**src/rtl/mix_fifo_rd_pkg.sv**
```systemverilog
// rtl/mix_fifo_rd_pkg.sv - shared FSM state type, default pack ratio and lane-counter width helper
package mix_fifo_rd_pkg;

    typedef enum logic [1:0] {
        IDLE  = 2'd0,
        RUN   = 2'd1,
        FLUSH = 2'd2,
        DONE  = 2'd3
    } rd_state_e;

    localparam int PACK = 64 / 16;

    function automatic int lane_cnt_w(input int pack);
        return (pack > 1) ? $clog2(pack) : 1;
    endfunction

endpackage

```
**src/rtl/mix_fifo_rd_packer.sv**
```systemverilog
// rtl/mix_fifo_rd_packer.sv - pixel lane register, lane counter and beat-completion detection
module mix_fifo_rd_packer
    import mix_fifo_rd_pkg::*;
#(
    parameter int IN_W = 16,
    parameter int PK   = 4
) (
    input  logic               clk_i,
    input  logic               rst_i,
    input  logic               push_i,
    input  logic               line_end_i,
    input  logic [IN_W-1:0]    pix_i,
    output logic               complete_o,
    output logic [PK*IN_W-1:0] beat_o
);

    localparam int LW = lane_cnt_w(PK);

    logic [LW-1:0]            lane_cnt_q;
    logic [PK-2:0][IN_W-1:0]  lane_q;

    assign complete_o = (lane_cnt_q == LW'(PK - 1)) || line_end_i;

    // Lanes above the current one are forced to zero, so a short line-end beat needs no lane clearing.
    always_comb begin
        beat_o = '0;
        for (int i = 0; i < PK - 1; i++) begin
            if (i < int'(lane_cnt_q)) begin
                beat_o[i*IN_W +: IN_W] = lane_q[i];
            end
        end
        for (int i = 0; i < PK; i++) begin
            if (i == int'(lane_cnt_q)) begin
                beat_o[i*IN_W +: IN_W] = pix_i;
            end
        end
    end

    always_ff @(posedge clk_i) begin
        if (rst_i) begin
            lane_cnt_q <= '0;
            lane_q     <= '0;
        end else if (push_i) begin
            if (complete_o) begin
                lane_cnt_q <= '0;
            end else begin
                for (int i = 0; i < PK - 1; i++) begin
                    if (i == int'(lane_cnt_q)) begin
                        lane_q[i] <= pix_i;
                    end
                end
                lane_cnt_q <= lane_cnt_q + LW'(1);
            end
        end
    end

endmodule

```
**src/rtl/mix_fifo_burst_reader.sv**
```systemverilog
// rtl/mix_fifo_burst_reader.sv - FIFO read-side burst packer; MIX_FIFO_RD_STAT_EN adds stall_cnt
// Frame/line FSM, counters and the one-deep output beat register.
module mix_fifo_burst_reader
    import mix_fifo_rd_pkg::*;
#(
    parameter int IN_DATA_WIDTH  = 16,
    parameter int OUT_DATA_WIDTH = 64,
    parameter int BURST_LEN      = 16,
    parameter int CNT_WIDTH      = 12
) (
    input  logic                      rd_clk,
    input  logic                      rd_rst,
    input  logic                      frame_start,
    input  logic [CNT_WIDTH-1:0]      cfg_line_pixels,
    input  logic [CNT_WIDTH-1:0]      cfg_lines,
    input  logic                      fifo_rd_vld,
    input  logic [IN_DATA_WIDTH-1:0]  fifo_rd_data,
    output logic                      fifo_rd_en,
    output logic                      m_valid,
    input  logic                      m_ready,
    output logic [OUT_DATA_WIDTH-1:0] m_data,
    output logic                      m_last,
    output logic                      m_eol,
    output logic                      busy,
    output logic                      done
`ifdef MIX_FIFO_RD_STAT_EN
    ,
    output logic [31:0]               stall_cnt
`endif
);

    localparam int PK = OUT_DATA_WIDTH / IN_DATA_WIDTH;
    localparam int BW = $clog2(BURST_LEN);

    rd_state_e                 state_q;
    logic [CNT_WIDTH-1:0]      line_pix_q;
    logic [CNT_WIDTH-1:0]      lines_q;
    logic [CNT_WIDTH-1:0]      pix_cnt_q;
    logic [CNT_WIDTH-1:0]      line_cnt_q;
    logic [BW-1:0]             beat_cnt_q;
    logic                      m_valid_q;
    logic [OUT_DATA_WIDTH-1:0] m_data_q;
    logic                      m_last_q;
    logic                      m_eol_q;
    logic                      busy_q;
    logic                      done_q;

    logic                      line_end_d;
    logic                      last_line_d;
    logic                      complete_d;
    logic                      pop_d;
    logic                      last_beat_d;
    logic [OUT_DATA_WIDTH-1:0] beat_d;

    assign line_end_d  = (pix_cnt_q == line_pix_q - CNT_WIDTH'(1));
    assign last_line_d = (line_cnt_q == lines_q - CNT_WIDTH'(1));
    assign last_beat_d = (beat_cnt_q == BW'(BURST_LEN - 1)) || line_end_d;

    // A pixel that only fills a lane can always be taken; one that finishes a beat needs the output slot.
    assign pop_d = (state_q == RUN) && fifo_rd_vld && (!complete_d || !m_valid_q || m_ready);

    mix_fifo_rd_packer #(
        .IN_W (IN_DATA_WIDTH),
        .PK   (PK)
    ) u_packer (
        .clk_i      (rd_clk),
        .rst_i      (rd_rst),
        .push_i     (pop_d),
        .line_end_i (line_end_d),
        .pix_i      (fifo_rd_data),
        .complete_o (complete_d),
        .beat_o     (beat_d)
    );

    always_ff @(posedge rd_clk) begin
        if (rd_rst) begin
            state_q    <= IDLE;
            line_pix_q <= '0;
            lines_q    <= '0;
            pix_cnt_q  <= '0;
            line_cnt_q <= '0;
            beat_cnt_q <= '0;
            m_valid_q  <= 1'b0;
            m_data_q   <= '0;
            m_last_q   <= 1'b0;
            m_eol_q    <= 1'b0;
            busy_q     <= 1'b0;
            done_q     <= 1'b0;
        end else begin
            done_q <= 1'b0;

            if (m_valid_q && m_ready) begin
                m_valid_q <= 1'b0;
            end
            if (pop_d && complete_d) begin
                m_valid_q  <= 1'b1;
                m_data_q   <= beat_d;
                m_last_q   <= last_beat_d;
                m_eol_q    <= line_end_d;
                beat_cnt_q <= last_beat_d ? '0 : beat_cnt_q + BW'(1);
            end

            case (state_q)
                IDLE: begin
                    if (frame_start) begin
                        pix_cnt_q  <= '0;
                        line_cnt_q <= '0;
                        beat_cnt_q <= '0;
                        if (cfg_line_pixels == '0 || cfg_lines == '0) begin
                            state_q <= DONE;
                            done_q  <= 1'b1;
                        end else begin
                            line_pix_q <= cfg_line_pixels;
                            lines_q    <= cfg_lines;
                            state_q    <= RUN;
                            busy_q     <= 1'b1;
                        end
                    end
                end
                RUN: begin
                    if (pop_d) begin
                        if (line_end_d) begin
                            pix_cnt_q  <= '0;
                            line_cnt_q <= line_cnt_q + CNT_WIDTH'(1);
                            if (last_line_d) begin
                                state_q <= FLUSH;
                            end
                        end else begin
                            pix_cnt_q <= pix_cnt_q + CNT_WIDTH'(1);
                        end
                    end
                end
                FLUSH: begin
                    if (m_valid_q && m_ready) begin
                        state_q <= DONE;
                        done_q  <= 1'b1;
                        busy_q  <= 1'b0;
                    end
                end
                DONE: begin
                    state_q <= IDLE;
                end
                default: begin
                    state_q <= IDLE;
                end
            endcase
        end
    end

`ifdef MIX_FIFO_RD_STAT_EN
    always_ff @(posedge rd_clk) begin
        if (rd_rst) begin
            stall_cnt <= '0;
        end else if (frame_start) begin
            stall_cnt <= '0;
        end else if (busy_q && m_valid_q && !m_ready && stall_cnt != 32'hFFFF_FFFF) begin
            stall_cnt <= stall_cnt + 32'd1;
        end
    end
`endif

    assign fifo_rd_en = pop_d;
    assign m_valid    = m_valid_q;
    assign m_data     = m_data_q;
    assign m_last     = m_last_q;
    assign m_eol      = m_eol_q;
    assign busy       = busy_q;
    assign done       = done_q;

endmodule

```
**config.mk**
```make
export PLATFORM = sky130hd
export DESIGN_NAME = mix_fifo_burst_reader
export DESIGN_NICKNAME = d
export VERILOG_FILES = /design/src/rtl/mix_fifo_rd_pkg.sv /design/src/rtl/mix_fifo_rd_packer.sv /design/src/rtl/mix_fifo_burst_reader.sv
export SDC_FILE = /design/constraint.sdc
export NUM_CORES = 1
export LEC_CHECK = 0
export CORE_MARGIN = 3
export CORE_UTILIZATION = 40
export CTS_CLUSTER_SIZE = 24
export DETAILED_ROUTE_END_ITERATION = 8
export DONT_BUFFER_PORTS = 1
export GPL_TIMING_DRIVEN = 0
export PLACE_DENSITY = 0.59
export SLEW_MARGIN = 0
export SYNTH_ARGS = -nofsm -noshare
export SYNTH_HDL_FRONTEND = slang
export SYNTH_SLANG_ARGS = --single-unit
```
**constraint.sdc**
```tcl
create_clock -name rd_clk -period 8.9 [get_ports rd_clk]
set_input_delay 1.335 -clock rd_clk [delete_from_list [all_inputs] [get_ports rd_clk]]
set_output_delay 1.335 -clock rd_clk [all_outputs]
set_load 0.05 [all_outputs]
```
Word-level counts from Yosys, hierarchy flattened
Index checks and enable logic that the tools add are counted.
W data, S select, Z words.
{ "totals": {"in_bits": 45, "elab_cells": 104, "out_inout_bits": 70, "register_bits": 173} }
{ "classes": {"bitwise": 2, "n_lt_le_gt_ge": 3, "n_mux": 35, "n_eq_ne": 16, "n_reduce_logical": 26, "add_sub_neg": 6} }
{ "ops": {"columns": ["cell", "count"], "rows": [
  ["$mux W16", 7],
  ["$mux W12", 5],
  ["$pmux W12 S2", 2],
  ["$add A12 B1 Y12 const B", 2],
  ["$eq A12 B12 Y1", 2],
  ["$logic_not A12 Y1", 2],
  ["$sub A12 B1 Y12 const B", 2],
  ["$mux W4", 4],
  ["$reduce_and A3 Y1", 5],
  ["$mux W2", 7],
  ["$ne A2 B2 Y1 const B", 6],
  ["$pmux W2 S4", 1],
  ["$reduce_and A4 Y1", 2],
  ["$mux W1", 7],
  ["$eq A2 B2 Y1 const B", 3],
  ["$reduce_bool A2 Y1", 3],
  ["$logic_or A1 B1 Y1", 5],
  ["$reduce_and A5 Y1", 1],
  ["$add A4 B1 Y4 const B", 1],
  ["$eq A2 B2 Y1 const A", 2],
  ["$eq A4 B4 Y1 const B", 1],
  ["$logic_and A1 B1 Y1", 4],
  ["$logic_not A2 Y1", 2],
  ["$lt A1 B2 Y1 const A", 2],
  ["7 further kinds", 10]
]} }

Depth between registers and ports, before layout
Gate-level depths: netlist of the first run.
{ "depth": {"ltp_word": 11, "ltp_mapped": 12, "depth_no_buf": 9} }

Hierarchy
A second synthesis of the first run with hierarchy kept.
{ "hier_totals": {"cells_unflattened": 1049, "area_unflattened_um2": 8605.8} }
{ "modules_own_cells": {"columns": ["module", "cells_per_inst", "instances", "area_per_inst_um2", "seq_area_each_um2"], "rows": [
  ["mix_fifo_burst_reader", 714, 1, 5720.5, 2462.4],
  ["mix_fifo_rd_packer", 335, 1, 2885.3, 1001.0]
]} }

Worst setup path before layout of the first run
No wires, ideal clock.
{ "synth_path": {"kind": "register -> output", "from": "reg line_pix_q[0]", "to": "out fifo_rd_en", "path_slack_ps": 4908, "t_required_ps": 7565, "t_arrival_ps": 2657, "stages_incl_launch_ff": 10, "n_path_buf": 1, "path_cell_list": "dfxtp_1 -> inv_1 -> ha_1 -> o21ba_1 -> a221o_1 -> a2111oi_2 -> nand4_1 -> buf_4 -> o21ai_1 -> nand2_1"} }
{ "synth_between": {"elab_chain_len": 7} }
{ "synth_rtl": {"columns": ["element", "line", "text"], "rows": [
  ["start: declaration", "mix_fifo_burst_reader.sv:36", "logic [CNT_WIDTH-1:0] line_pix_q;"],
  ["start signal: assignment", "mix_fifo_burst_reader.sv:113", "line_pix_q <= cfg_line_pixels;"],
  ["$sub A12 B1 Y12", "mix_fifo_burst_reader.sv:55", "assign line_end_d = (pix_cnt_q == line_pix_q - CNT_WIDTH'(1));"],
  ["$eq A12 B12 Y1", "mix_fifo_burst_reader.sv:55", null],
  ["$logic_or A1 B1 Y1", "mix_fifo_rd_packer.sv:22", "assign complete_o = (lane_cnt_q == LW'(PK - 1)) || line_end_i;"],
  ["$logic_not A1 Y1", "mix_fifo_burst_reader.sv:60", "assign pop_d = (state_q == RUN) && fifo_rd_vld && (!complete_d || !m_valid_q || m_ready);"],
  ["$logic_or A1 B1 Y1 (2 in series)", "mix_fifo_burst_reader.sv:60", null],
  ["$logic_and A1 B1 Y1", "mix_fifo_burst_reader.sv:60", null],
  ["end: declaration", "mix_fifo_burst_reader.sv:18", "output logic fifo_rd_en,"]
]} }
No other way between the ends.

Worst setup path in the final report of the first run
Ends and elaborated chain as after synthesis.

==> results of run 1 <==
## worst max-delay path by stage
stage | from | end | slack [ns] | cells after the start
2_1_floorplan | line_pix_q[0]$_SDFFE_PP0P_ | fifo_rd_en | 4.91 | 9
3_3_place_gp | line_pix_q[0]$_SDFFE_PP0P_ | fifo_rd_en | 4.24 | 9
3_5_place_dp | line_pix_q[0]$_SDFFE_PP0P_ | fifo_rd_en | 4.19 | 9
4_1_cts | line_pix_q[0]$_SDFFE_PP0P_ | fifo_rd_en | 3.73 | 9
5_1_grt | line_pix_q[0]$_SDFFE_PP0P_ | fifo_rd_en | 3.46 | 9
6_report | line_pix_q[0]$_SDFFE_PP0P_ | fifo_rd_en | 3.74 | 9
## tightest hold or removal path, cell delays in order (launching register included)
cell     delay, ns
dfxtp_1       0.32
nand2_1       0.06
a21oi_1       0.05
## Yosys cell counts, types with 2 or more instances
library cell and number:
nor3b_1 5, mux2i_1 80, nor3_1 59, and3_1 10, nor2b_1 4, a211oi_1 54, a21oi_1 95, buf_6 2
o41ai_1 5, xnor2_1 17, a21boi_0 3, or4_1 5, o211ai_1 2, buf_2 11, nor2_1 97, o31ai_1 6
buf_1 2, o2111ai_1 2, a2111o_1 4, nand2b_1 9, nand3b_1 13, dfxtp_1 173, inv_1 11, o21ai_1 2
clkbuf_1 61, nand2_1 126, o21ai_0 4, o211ai_2 3, a31oi_1 5, nand4_1 9, xor2_1 13, or3_1 5
a21o_1 3, nand3_1 49, nor4_1 12, and2_1 3, ha_1 12
## power breakdown
part	switching [mW]	internal [mW]
clock network	0.349	0.405
logic	0.351	0.190
registers	0.0436	0.814
## sequential cells by signal, indices dropped and copies added (netlist names)
| signal | count |
|---|---|
| m_data | 64 |
| u_packer.lane_q | 48 |
| line_cnt_q | 12 |
| line_pix_q | 12 |
| lines_q | 12 |
| pix_cnt_q | 12 |
| beat_cnt_q | 4 |
| state_q | 2 |
| u_packer.lane_cnt_q | 2 |
| busy | 1 |
| done | 1 |
| m_eol | 1 |
| m_last | 1 |
| m_valid | 1 |
## per-layer routing
layer	global-route usage [%]	wire length, µm
met5	0	0
met4	5.855	416
met3	7.511	2102
met2	33.84	11010
met1	29.11	11070
## per-stage QoR
| stage | hold slack, ns | setup slack (ns) | total power, mW |
|---|---|---|---|
| 3_3_place_gp | 0.4587 | 4.236 | 1.409 |
| 2_1_floorplan | 0.4493 | 4.908 | 1.283 |
| 5_1_grt | 0.4924 | 3.458 | 2.257 |
| 3_5_place_dp | 0.4717 | 4.193 | 1.414 |
| 6_report | 0.4793 | 3.738 | 2.154 |
| 4_1_cts | 0.4811 | 3.729 | 2.162 |
## area by class of cell
type,instances,area [µm²]
Buffer,77,321.6
Clock inverter,14,147.6
Tap cell,270,337.8
Fill cell,2063,11080
Multi-Input combinational cell,735,4469
Clock buffer,18,439.2
Sequential cell,173,3463
Inverter,11,41.29
## kinds of logic after synthesis
kind of cell               Yosys count
AOI/OAI and AO/OA                  199
xor gates and xnor gates            30
adders and majority gates           12
buffers and inverters               88
DFF                                173
muxes                               80
and+or+nand+nor                    414
==> key figures, run 1 <==
Outcome
  • Status: finished, final reports clean

Clock network
  • CTS hold repair buffers: 0
  • Clock sinks: between 150 and 200
  • Post-CTS Resized: 0
  • Num CTS Buffers: 17
  • Max clock buf depth: 2
  • Reg clk slew, reported paths: around 0.07 ns
  • H-tree Lvls: 4
  • Clk_lat worst skew: about 0.44 ns
  • Clock root buffer: clkbuf_16
  • Post-CTS setup buffer count: 0
  • TritonCTS clock tree: built

Die
  • Die ar.: between 20,000 and 25,000 µm²
  • Std cell rows: 52
  • Die Span Y: 150.0 µm
  • # IOs: ~120
  • Initial core utilization: between 40% and 50%
  • Die Wd: 150.0 µm
  • Core Area: just over 20,000 µm²

STA
  • Final Hold Vio Count: 0
  • Fin crit share: between 50 and 60%
  • Final min period: approximately 5.2 ns
  • Clock Skew: about 0.011 ns
  • FMAX: between 150 and 200 MHz
  • Worst Tran Pin Value: roughly 0.78 ns
  • Setup_tns: 0 ns
  • RSZ-0062 raised after global routing: no
  • Final Max Slew Viols: 0
  • # setup viols final: 0
  • Slew headroom: a little under half

Logic synthesis
  • Number of synthesized flops with an enable pin: 0
  • Synth Area per Inst: approximately 8.3 µm²
  • Post-synth top flop: dfxtp_1
  • Post-synthesis mux area share: under 10%
  • Syn Nets: approximately 1,100
  • Synth Register Bits: ~170
  • Post-synth top area share: 41.75%
  • Synth Area in Compound Gates: 15.76%
  • Synth Area in XOR/XNOR: 3.167%
  • Netlist cell types: between 50 and 60
  • Synth Warn #: 0
  • Synth Instances: 996
  • Simple-gate area share of the yosys netlist: 23.48%
  • Adder-Cell Fraction of Synth Area: under 10%
  • Sequential-to-total area share from yosys stat: 41.75%
  • Leading area contributor after synthesis: dfxtp_1
  • Combinational family with the most area after synthesis: simple AND/OR/NAND/NOR gates
  • Synth area leaders: dfxtp_1, mux2i_1, a21oi_1
  • Post-Syn Area: between 8000 and 9000 µm²
  • Asr flop ratio synth: 0%

Setup path
  • Slowest CP cell: o21ai_1
  • Register-to-register setup slack: 5.18 ns
  • Crit path launch type: flop
  • CP Cell Sequence: inv_1, ha_1, o21ba_1, a221o_1, a2111oi_2, nand4_1, buf_4, o21ai_1, nand2_1
  • Crit path DAT: 3.83 ns
  • CP Buf/Inv Count: 2
  • Crit path kind: reg2out
  • Worst-case reg-to-reg path depth: 11
  • FF-to-FF End: m_data[17]$_SDFFE_PP0N_
  • Max FO, Critical Path: 10
  • Crit end category: primary output
  • Critical path's largest stage delay: around 0.64 ns
  • Critical Path RT: ~7.6 ns
  • CP delay by family, top: compound AO/OA/AOI/OAI gates
  • Worst r2r src: line_pix_q[0]$_SDFFE_PP0P_

Hold path
  • Worst Hold Path Cells: 2
  • Worst hold path class: reg2reg
  • Hold Path End: line_pix_q[11]$_SDFFE_PP0P_
  • Hold_sp: line_pix_q[11]$_SDFFE_PP0P_

Flow run
  • Max_cap viols: 0

GRT
  • Total congestion overflow: 0
  • First-pass GRT wire length: ~38,000 µm
  • Vias in the first global route: approximately 6,800
  • Global Route Usage Sum: a little over a fifth
  • Pin count of the biggest net entering global routing: 18
  • Initial antenna violation count: 0

Final layout
  • Layout area overhead: 11.15%
  • Share of cells above drive strength 1: 5.350%
  • Nets: 1,072
  • Inserted Diodes: 0
  • Most frequent cells in the layout: dfxtp_1, nand2_1, nor2_1, a21oi_1, mux2i_1
  • Util after Layout: approximately 45%
  • Post-route cell area: roughly 9200 µm²
  • Commonest non-fill, non-tap cell in the layout: dfxtp_1
  • Non-filler cells, final: between 1,000 and 1,500

Detailed routing
  • Final antenna-violating net count: 0
  • Detailed-router iteration count before antenna repair: 5
  • Via count: a little over 7,000
  • WL final: ~25,000 µm
  • Drc violations: 0
  • Via-per-instance ratio: around 5.6
  • WL per Instance: approximately 19 µm
  • DRT iter0 DRCs: about 380

Power and ir drop
  • Leak: between 3 and 4 nW
  • Max rail drop VDD: around 150 µV
  • PwrDens: roughly 230 nW/µm²

Placement
  • DP Area: ~8600 µm²
  • DPL Wire Length: 17,950 µm
  • PortBufs: 0
  • Placed instance count: 1,266
  • Routability congestion estimate: a little over 0.8
Note: power is estimated with default switching activity, not from simulation.
==> inputs of run 2 (changes only) <==
clock period = 4.8 ns   (was 8.9 ns; I/O delays follow)
==> run 2 against run 1 <==
Clock skew about the same. Routed wire length about the same. Clock power up 86%. Total power up 85%. Sequential share of layout area about the same. Critical endpoint unchanged. Highest routed layer unchanged. Cell count unchanged.
==> key figures, run 2 (same netlist as run 1, synthesis figures left out) <==
Outcome
  • Status: finished, final reports clean

Final layout
  • Share of cells above drive strength 1: 5.447% (+0.097 points)
  • Non-filler cells, final: 1,298 (unchanged)
  • Inserted Diodes: 0 (unchanged)
  • Largest register FFs: 64 (unchanged)
  • Commonest non-fill, non-tap cell in the layout: dfxtp_1
  • Layout area overhead: 11.19% (about the same)
  • Nets: 1,072 (unchanged)
  • Fill count: 2,062 (-0.048%)
  • Util after Layout: 45.44% (about the same)
  • Most frequent cells in the layout: dfxtp_1, nand2_1, nor2_1, a21oi_1, mux2i_1
  • Post-route cell area: 9224 µm² (about the same)

Clock network
  • Clk_lat worst skew: 0.44 ns (about the same)
  • CTS hold repair buffers: 0 (unchanged)
  • Post-CTS Resized: 0 (unchanged)
  • Max clock buf depth: 2 (unchanged)
  • Clock sinks: 173 (unchanged)
  • H-tree Lvls: 4 (unchanged)
  • Reg clk slew, reported paths: 0.07 ns (about the same)
  • Num CTS Buffers: 17 (unchanged)
  • Post-CTS setup buffer count: 0 (unchanged)
  • TritonCTS clock tree: built
  • Clock root buffer: clkbuf_16

STA
  • FMAX: between 200 and 250 MHz
  • Setup WS post-layout: 0.5482 ns (-3.190 ns)
  • Worst Tran Pin Value: 0.7226 ns (-0.05507 ns)
  • Final Max Slew Viols: 0 (unchanged)
  • Setup_tns: 0 ns (unchanged)
  • Final Hold Vio Count: 0 (unchanged)
  • Hold WS: 0.4135 ns (-0.06581 ns)
  • Slew headroom: 51.57% (+3.8 points)
  • # setup viols final: 0 (unchanged)
  • RSZ-0062 raised after global routing: no
  • Fin crit share: 88.58%
  • Final min period: roughly 4.3 ns
  • Clock Skew: 0.01062 ns (-0.0004993 ns)

Die
  • Die Wd: 150.0 µm (unchanged)
  • Die Span Y: 150.0 µm (unchanged)
  • Die ar.: 22,500 µm² (unchanged)
  • Core Area: 20,300 µm² (unchanged)
  • Std cell rows: 52 (unchanged)
  • Initial core utilization: 40.87% (unchanged)
  • # IOs: 115 (unchanged)

Detailed routing
  • Via-per-instance ratio: 5.591 (about the same)
  • WL per Instance: 18.93 µm (about the same)
  • Via count: 7,257 (-0.028%)
  • WL final: 24,580 µm (about the same)
  • Drc violations: 0 (unchanged)
  • DRT iter0 DRCs: 377 (unchanged)
  • Final antenna-violating net count: 0 (unchanged)
  • Detailed-router iteration count before antenna repair: 5 (unchanged)

Power and ir drop
  • Max rail drop VDD: 275.1 µV (+85%)
  • Total power draw: 3.994 mW (+85%)
  • Clock power frac: 35.0% (about the same)
  • Internal power: 2.614 mW (+85%)
  • PwrDens: 433.0 nW/µm² (+85%)
  • Sw Share: 34.54% (about the same)
  • Logic pwr share: 25.2% (about the same)
  • Leak: 3.572 nW (about the same)
  • Sequential Power Share: 39.8% (about the same)
  • P_sw: 1.379 mW (+85%)

Placement
  • DPL Wire Length: 17,950 µm (unchanged)
  • Routability congestion estimate: 0.8221 (unchanged)
  • PortBufs: 0 (unchanged)
  • Placed instance count: 1,266 (unchanged)
  • Place WS: 0.7083 ns (-3.485 ns)
  • DP Area: 8633 µm² (unchanged)

GRT
  • Pin count of the biggest net entering global routing: 18 (unchanged)
  • Initial antenna violation count: 0 (unchanged)
  • Vias in the first global route: 6,753 (unchanged)
  • First-pass GRT wire length: 38,130 µm (unchanged)
  • Total congestion overflow: 0 (unchanged)
  • Global Route Usage Sum: 21.84% (unchanged)

Setup path
  • Max FO, Critical Path: 10 (unchanged)
  • Crit path DAT: 3.53 ns (-0.30 ns)
  • Crit path kind: reg2out
  • Crit path launch type: flop
  • Critical Path RT: 4.08 ns (-3.49 ns)
  • Crit end category: primary output

Hold path
  • Worst hold path class: in2reg

Flow run
  • Max_cap viols: 0 (unchanged)
==> run 2: cell counts in the layout (fill, tap and decap cells not counted) <==
Identical to the previous run, type by type.
==> run 2: final cells by class <==
cell class                      instances  area [µm²]  area share (%)
Sequential cell                       173        3463           37.55
Clock buffer                           18       439.2           4.761
Tap cell                              270       337.8           3.663
Multi-Input combinational cell        735        4473           48.49
Clock inverter                         14       147.6           1.601
Buffer                                 77       321.6           3.486
Inverter                               11       41.29          0.4476
==> run 2: worst paths after layout <==
check / cells after the start / from / slack, ns / endpoint
worst max register to register: 11 / line_pix_q[0]$_SDFFE_PP0P_ / 1.08 / m_data[17]$_SDFFE_PP0N_
worst min-delay path: 2 / fifo_rd_data[13] / 0.41 / m_data[61]$_SDFFE_PP0N_
worst min register to register: 2 / line_pix_q[11]$_SDFFE_PP0P_ / 0.48 / line_pix_q[11]$_SDFFE_PP0P_
worst max-delay path: 9 / line_pix_q[0]$_SDFFE_PP0P_ / 0.55 / fifo_rd_en
==> run 2: critical path: stages (launching register included) <==
cell and delay (ns):
dfxtp_1 0.49, inv_1 0.08, ha_1 0.28, o21ba_1 0.19, a221o_1 0.35, a2111oi_2 0.32, nand4_1 0.23, buf_4 0.25
o21ai_2 0.43, nand2_1 0.47
==> run 2: power groups by stage <==
| stage | Sequential, mW | Combinational (mW) | Clock, mW |
|---|---|---|---|
| global placement | 1.62 | 0.990 | 0 |
| CTS | 1.59 | 1.00 | 1.41 |
| detailed placement | 1.62 | 0.999 | 0 |
| global route | 1.60 | 1.11 | 1.47 |
| finish | 1.59 | 1.01 | 1.40 |
| floorplan | 1.60 | 0.777 | 0 |
==> run 2: per-layer routing <==
layer  wire length, µm  vias up  track usage (%)
met5                 0        -                0
met4               417        0            5.855
met3              2158       24            7.511
met2             11010      188            33.84
met1             11000     3436            29.11
li1                  -     3609                -
==> inputs of run 3 (changes only) <==
CAP_MARGIN = 20   (was default)
==> results of run 3 <==
Same layout as run 2: the final DEF is identical, and so are final timing and power.
